<file path="src/rtl/stall_ctrl_pkg.sv">
// Shared types and stall-vector constants for the pipeline stall controller.
package stall_ctrl_pkg;

    localparam int STALL_W = 6;

    localparam logic [STALL_W-1:0] STALL_NONE = 6'b000000;
    localparam logic [STALL_W-1:0] STALL_MEM  = 6'b000011;
    localparam logic [STALL_W-1:0] STALL_ID   = 6'b000111;
    localparam logic [STALL_W-1:0] STALL_EX   = 6'b001111;

    localparam logic RST_ENABLE = 1'b0;

    typedef enum logic [0:0] {
        ST_IDLE     = 1'b0,
        ST_MEM_WAIT = 1'b1
    } state_e;

endpackage

</file>
<file path="src/rtl/stall_ctrl_sat_counter.sv">
// Saturating up-counter with synchronous clear; reusable for perf counters.
module sat_counter
    import stall_ctrl_pkg::*;
#(
    parameter int PERF_W = 16
) (
    input  logic              clk,
    input  logic              rst,
    input  logic              inc_i,
    input  logic              clr_i,
    output logic [PERF_W-1:0] cnt_o
);

    logic [PERF_W-1:0] cnt_q, cnt_d;

    always_comb begin
        cnt_d = cnt_q;
        if (clr_i)
            cnt_d = '0;
        else if (inc_i && (cnt_q != {PERF_W{1'b1}}))
            cnt_d = cnt_q + 1'b1;
    end

    always_ff @(posedge clk) begin
        if (rst == RST_ENABLE)
            cnt_q <= '0;
        else
            cnt_q <= cnt_d;
    end

    assign cnt_o = cnt_q;

endmodule

</file>
<file path="src/rtl/stall_ctrl.sv">
// Central pipeline stall generator: merges stage stall requests with the
// shared-SRAM wait-state sequencer and counts stalled cycles.
module stall_ctrl
    import stall_ctrl_pkg::*;
#(
    parameter int MEM_WAIT_CYCLES = 2,
    parameter int CNT_W           = 4,
    parameter int PERF_W          = 16
) (
    input  logic               clk,
    input  logic               rst,
    input  logic               stallreq_id_i,
    input  logic               stallreq_ex_i,
    input  logic               memreq_i,
    input  logic               perf_clr_i,
    output logic [STALL_W-1:0] stall_o,
    output logic               mem_busy_o,
    output logic [PERF_W-1:0]  stall_cycles_o
);

    localparam bit MULTI_CYCLE = (MEM_WAIT_CYCLES > 1);
    localparam logic [CNT_W-1:0] WCNT_RELOAD =
        MULTI_CYCLE ? CNT_W'(MEM_WAIT_CYCLES - 2) : '0;

    state_e             state_q, state_d;
    logic [CNT_W-1:0]   wcnt_q, wcnt_d;
    logic               mem_win;
    logic [STALL_W-1:0] stall_vec;

    always_comb begin
        state_d = state_q;
        wcnt_d  = wcnt_q;
        mem_win = (state_q == ST_MEM_WAIT) || memreq_i;
        case (state_q)
            ST_IDLE: begin
                if (memreq_i && MULTI_CYCLE) begin
                    state_d = ST_MEM_WAIT;
                    wcnt_d  = WCNT_RELOAD;
                end
            end
            ST_MEM_WAIT: begin
                // A new access while waiting restarts the window from its start.
                if (memreq_i)
                    wcnt_d = WCNT_RELOAD;
                else if (wcnt_q == '0)
                    state_d = ST_IDLE;
                else
                    wcnt_d = wcnt_q - 1'b1;
            end
            default: state_d = ST_IDLE;
        endcase
    end

    always_ff @(posedge clk) begin
        if (rst == RST_ENABLE) begin
            state_q <= ST_IDLE;
            wcnt_q  <= '0;
        end else begin
            state_q <= state_d;
            wcnt_q  <= wcnt_d;
        end
    end

    // Patterns are nested prefixes, so OR-ing them keeps the longest one.
    always_comb begin
        stall_vec = STALL_NONE;
        if (mem_win)       stall_vec = stall_vec | STALL_MEM;
        if (stallreq_id_i) stall_vec = stall_vec | STALL_ID;
        if (stallreq_ex_i) stall_vec = stall_vec | STALL_EX;
        if (rst == RST_ENABLE) stall_vec = STALL_NONE;
    end

    assign stall_o    = stall_vec;
    assign mem_busy_o = mem_win && (rst != RST_ENABLE);

    sat_counter #(
        .PERF_W(PERF_W)
    ) u_perf_cnt (
        .clk   (clk),
        .rst   (rst),
        .inc_i (stall_vec[0]),
        .clr_i (perf_clr_i),
        .cnt_o (stall_cycles_o)
    );

endmodule

</file>
<file path="config.mk">
export PLATFORM = sky130hd
export DESIGN_NAME = stall_ctrl
export DESIGN_NICKNAME = d
export VERILOG_FILES = /design/src/rtl/stall_ctrl_pkg.sv /design/src/rtl/stall_ctrl_sat_counter.sv /design/src/rtl/stall_ctrl.sv
export SDC_FILE = /design/constraint.sdc
export NUM_CORES = 1
export LEC_CHECK = 0
export BUFFER_PORTS_ARGS = -buffer_cell sky130_fd_sc_hd__buf_2
export CAP_MARGIN = 20
export CORE_MARGIN = 5
export CORE_UTILIZATION = 50
export DETAILED_ROUTE_END_ITERATION = 10
export PLACE_DENSITY = 0.76
export SLEW_MARGIN = 20
export SYNTH_ARGS = -nofsm -noshare
export SYNTH_HDL_FRONTEND = slang
export SYNTH_SLANG_ARGS = --single-unit
</file>
<file path="constraint.sdc">
create_clock -name clk -period 2 [get_ports clk]
set_input_delay 0.3 -clock clk [delete_from_list [all_inputs] [get_ports clk]]
set_output_delay 0.3 -clock clk [all_outputs]
set_load 0.005 [all_outputs]
</file>
Yosys cells after proc, flatten, opt, wreduce, memory -nomap -nowiden

Cells that the tools add are included.

Word-level logic and storage cells: 28
Input bits: 6
Register bits after elaboration: 21

Bitwise operators: 2
Reductions and logical operators: 6
$add $sub $neg: 2
Muxes and demuxes: 12
Eq/ne operators: 3

Operators with widths:

| kind                  | count |
|---|---|
| $add 16x1->16 const B | 1 |
| $mux 4                | 4 |
| $ne 16x16->1 const B  | 1 |
| $pmux 4 s2            | 1 |
| $mux 6                | 1 |
| $logic_not 4->1       | 1 |
| $sub 4x1->4 const B   | 1 |
| $mux 1                | 3 |
| $mux 3                | 1 |
| $ne 3x3->1 const B    | 1 |
| $logic_and 1x1->1     | 2 |
| $mux 2                | 1 |
| $ne 2x2->1 const B    | 1 |
| $not 1->1             | 2 |
| $pmux 1 s2            | 1 |
| $reduce_and 2->1      | 1 |
| $reduce_or 2->1       | 1 |
| $logic_or 1x1->1      | 1 |

Depth between registers and ports, before layout

Word-level depth: 6
Mapped depth: 7
Depth with buffers taken out: 6

By module

Synthesis repeated with hierarchy kept, for this count alone.

Cells, all modules: 126
Area total of the unflattened synthesis: 1,163.6 um^2

Modules (own cells, without submodules):

| module      | cells each | instances | area each (um^2) | sequential area each (um^2) |
|---|---|---|---|---|
| sat_counter | 91         | 1         | 864.6            | 320.3 |
| stall_ctrl  | 35         | 1         | 299.0            | 100.1 |

Least setup slack after synthesis

No wires, ideal clock.

Path type: register to register
Start: register u_perf_cnt.cnt_q[0], in the netlist u_perf_cnt.cnt_o[0]
End: register u_perf_cnt.cnt_q[14], in the netlist u_perf_cnt.cnt_o[14]
Required time: 1.930 ns
Cell stages (with the launch flop): 6
Clock period less this slack: 1.863 ns
Arrival time: 1.792 ns
Setup slack: 0.137 ns
Cells stage by stage: dfxtp_1 > ha_1 > nand4_1 > or3_1 > or4_1 > a21oi_1

Cells in the longest elaborated chain, start to end: 2

Ends and longest elaborated chain:

| element                                               | line                         | source |
|---|---|---|
| from (decl)                                           | stall_ctrl_sat_counter.sv:14 | `logic [PERF_W-1:0] cnt_q, cnt_d;` |
| from (signal assigned)                                | stall_ctrl_sat_counter.sv:28 | `cnt_q <= cnt_d;` |
| branches (longest 2 deep; another with $add 16x1->16) | -                            |  |

Several ways; the timed one is not identified.
A chain may end at the register's enable or synchronous reset.

Final worst setup path

Start: register state_q
End: output port stall_o[0]

Cells in the longest elaborated chain, start to end: 5

Ends and longest elaborated chain:

| element                | line             | source |
|---|---|---|
| from (decl)            | stall_ctrl.sv:25 | `state_e state_q, state_d;` |
| from (signal assigned) | stall_ctrl.sv:59 | `state_q <= state_d;` |
| $logic_or 1x1->1       | stall_ctrl.sv:33 | `mem_win = (state_q == ST_MEM_WAIT) \|\| memreq_i;` |
| $mux 2                 | stall_ctrl.sv:67 | `if (mem_win) stall_vec = stall_vec \| STALL_MEM;` |
| $mux 3                 | stall_ctrl.sv:68 | `if (stallreq_id_i) stall_vec = stall_vec \| STALL_ID;` |
| $mux 4                 | stall_ctrl.sv:69 | `if (stallreq_ex_i) stall_vec = stall_vec \| STALL_EX;` |
| $mux 6                 | stall_ctrl.sv:70 | `if (rst == RST_ENABLE) stall_vec = STALL_NONE;` |
| to (decl)              | stall_ctrl.sv:16 | `output logic [STALL_W-1:0] stall_o,` |

No other way between the ends.

==> impl_results.md <==
* Outcome: finished, final reports clean
* Met2 WL at between 1000 and 1500 µm
* Final ANT Viol Nets at 0
* Total power at between 0.0007 and 0.0008 W
* Netlist cell types at 40
* Post-synthesis sequential area ratio at between 30% and 40%
* Largest net degree at the start of global routing at 15
* Cell with the most instances after synthesis: dfxtp_1
* CTS root buffer: clkbuf_4
* Number of enable flip-flop cells after synthesis at 0
* Clock Latency Late Sink at 0.31 ns
* Min-Delay Path Class: input pin to register
* Overall Global Routing Usage at 17.3%
* Slew Limit Headroom at between 50% and 60%
* Initial antenna violation count at 0
* Synth top area cells: dfxtp_1, a21oi_1, or4_1, o21ai_0, o31ai_1
* Die W at 57.6 µm
* Critical path arrival at roughly 1.6 ns
* Clk network pwr share at between 20% and 30%
* Final setup fails at 0
* Die area at about 3300 µm²
* Net load switching power at roughly 0.00017 W
* Leakage at a little over 0.6 nW
* Min cycle time layout at about 1.9 ns
* Final GP Congestion at ~0.85
* Asr flop ratio synth at 0%
* Core outline area at ~2200 µm²
* Critical Path Sink Type: output port
* Int Power at around 0.00053 W
* Dpl hpwl at around 2200 µm
* Wl on met1 at roughly 1200 µm
* Register bit total from synthesis at 21
* PortBufs at 26
* Worst-path clk slew at around 0.12 ns
* DRT iter0 DRCs at 36
* Worst vdd ir at about 0.00035 V
* YS warnings at 0
* Maxcap violations at 0
* Flop2flop setup slack at 0.11 ns
* Worst Skew at approximately 0.0096 ns
* Grt total ovfl at 0
* Pwr Density at ~480 nW/µm²
* Worst hold slack at roughly 0.28 ns
* Tightest Pin Transition at between 0.7 and 0.8 ns
* Switching share of total power at 24.6%
* Area grow syn2layout at 30.2%
* Vias at roughly 1200
* Period utilization at a little over nine tenths
* Drt total wl at around 2800 µm
* Highest metal used: met4
* Post-synth top cells: dfxtp_1, a21oi_1, o21ai_0
* DRT Pass-1 Iters at 4
* # H-tree levels at 1
* Max Clock Freq at between 0.5 and 0.6 GHz
* N_diodes at 0
* Critical Path RT at approximately 1.7 ns
* Comb power frac at between 10% and 20%
* Cell taking the most area after synthesis: dfxtp_1
* DIE HEIGHT at 57.6 µm
* I/O pin total at 29
* CTS Buf Count at 3
* Yosys top cell area share at between 30% and 40%
* CP Launch Type: register
* Drt wl/cell at between 10 and 15 µm
* Share of cells above drive strength 1 at approximately 36%
* Synth Cell Area at ~1100 µm²
* Std cell rows at 17
* Flop pwr share at 60.1%
* CP max FO at 6
* Vias in the first global route at between 1000 and 1500
* First-pass GRT wire length at between 4000 and 5000 µm
* Clock Sinks at 21
* Final #Nets at ~190
* Kind of critical path: register to output port
* DRC viols at 0
* Syn_area_per_cell at ~8.6 µm²
* CTS tree: done
* Max clock buf depth at 2
* Starting Density at between 50% and 60%
* Fin. max-slew vios at 0
* Cells after Synth at between 100 and 150
* Via/cell ratio at 5.64
* WL met3 at between 100 and 150 µm
* Post-synth top flop: dfxtp_1
* Fin. Hold Viols at 0
-- cell usage in the layout (no fill, tap or decap), types with 2 or more instances in the layout --
cell type  instances
and2_1             3
conb_1             2
clkbuf_4           3
nand2_1            6
o21ai_0            7
nor2b_1            3
o21ai_1            2
o41ai_4            2
buf_4             21
dfxtp_1           19
nand2b_1           4
nor2_1             5
inv_1              5
o41ai_1            2
or4_1              5
ha_1               2
nand4_1            4
nor3_1             3
nand3_1            6
nor4_1             2
o31ai_1            5
a21oi_1           13
buf_2             26
dfxtp_2            2
or3_1              4
-- through the flow --
step	std cells	worst slack (ns)	setup TNS (ns)	util (%)	instance area (µm²)
after detailed placement	199	-0.215	-1.33	64.1	1410
after CTS	203	0.00671	0	66.5	1460
after floorplan	133	0.137	0	-	1140
final	204	0.0783	0	67.4	1480
after global routing	204	-0.0235	-0.0704	67.4	1480
after global placement	199	-0.0405	-0.129	64.1	1410
-- final cells by class --
class	count	area [µm²]
inverters	5	18.8
clock buffers	4	26.3
repair buffers	47	288
fillers	205	713
well taps	28	35.0
multi-input cells	99	687
flip-flops and latches	21	423
-- kinds of logic after synthesis --
kind of cell             count (synthesis)  share of synthesized area (%)
AO/OA/AOI/OAI                           35                           20.4
XOR/XNOR                                 1                          0.772
adder cells (fa/ha/maj)                  2                           2.20
buffers and inverters                   13                           5.95
flip-flops                              21                           37.0
multiplexers                             1                          0.882
other                                    1                          0.330
AND/OR/NAND/NOR                         58                           32.4
-- power groups by stage --
stage	Sequential (W)	Combinational (W)	Clock, W
2_1_floorplan	0.000437	0.0000462	0
3_5_place_dp	0.000435	0.0000724	0
4_1_cts	0.000425	0.0000776	0.000210
5_1_grt	0.000426	0.0000875	0.000233
6_report	0.000425	0.0000785	0.000204
3_3_place_gp	0.000434	0.0000704	0
-- per-layer routing --
layer | track usage (%) | up-vias
met3 | 2.67 | 5
met2 | 30.3 | 34
met4 | 8.61 | 0
met5 | 0 | -
li1 | - | 582
met1 | 20.2 | 529
-- what timing repair did --
action | CTS | global route
endpoints found under the hold margin | 0 | 0
hold buffers | 0 | 0
pin swaps | 0 | 3
setup endpoints to repair | 10 | 9
resized for setup | 3 | 5
buffers inserted | 0 | 1
-- state kept, by name, summed over array words and instances, names as in the netlist --
signal / cells
u_perf_cnt.cnt_o: 16
wcnt_q: 4
state_q: 1
-- worst paths after layout --
| path | from | end | cells past startpoint |
|---|---|---|---|
| min reg2reg | u_perf_cnt.cnt_o[15] | u_perf_cnt.cnt_o[15] | 2 |
| min | perf_clr_i | u_perf_cnt.cnt_o[12] | 3 |
| max reg2reg | u_perf_cnt.cnt_o[0] | u_perf_cnt.cnt_o[14] | 5 |
| max | state_q | stall_o[0] | 4 |
-- worst max-delay path: stages, from the launching register on --
cell and delay [ns]:
dfxtp_1 0.33, buf_4 0.15, o41ai_4 0.47, inv_1 0.19, buf_2 0.17
No activity file was read; power rests on OpenSTA's default activity.
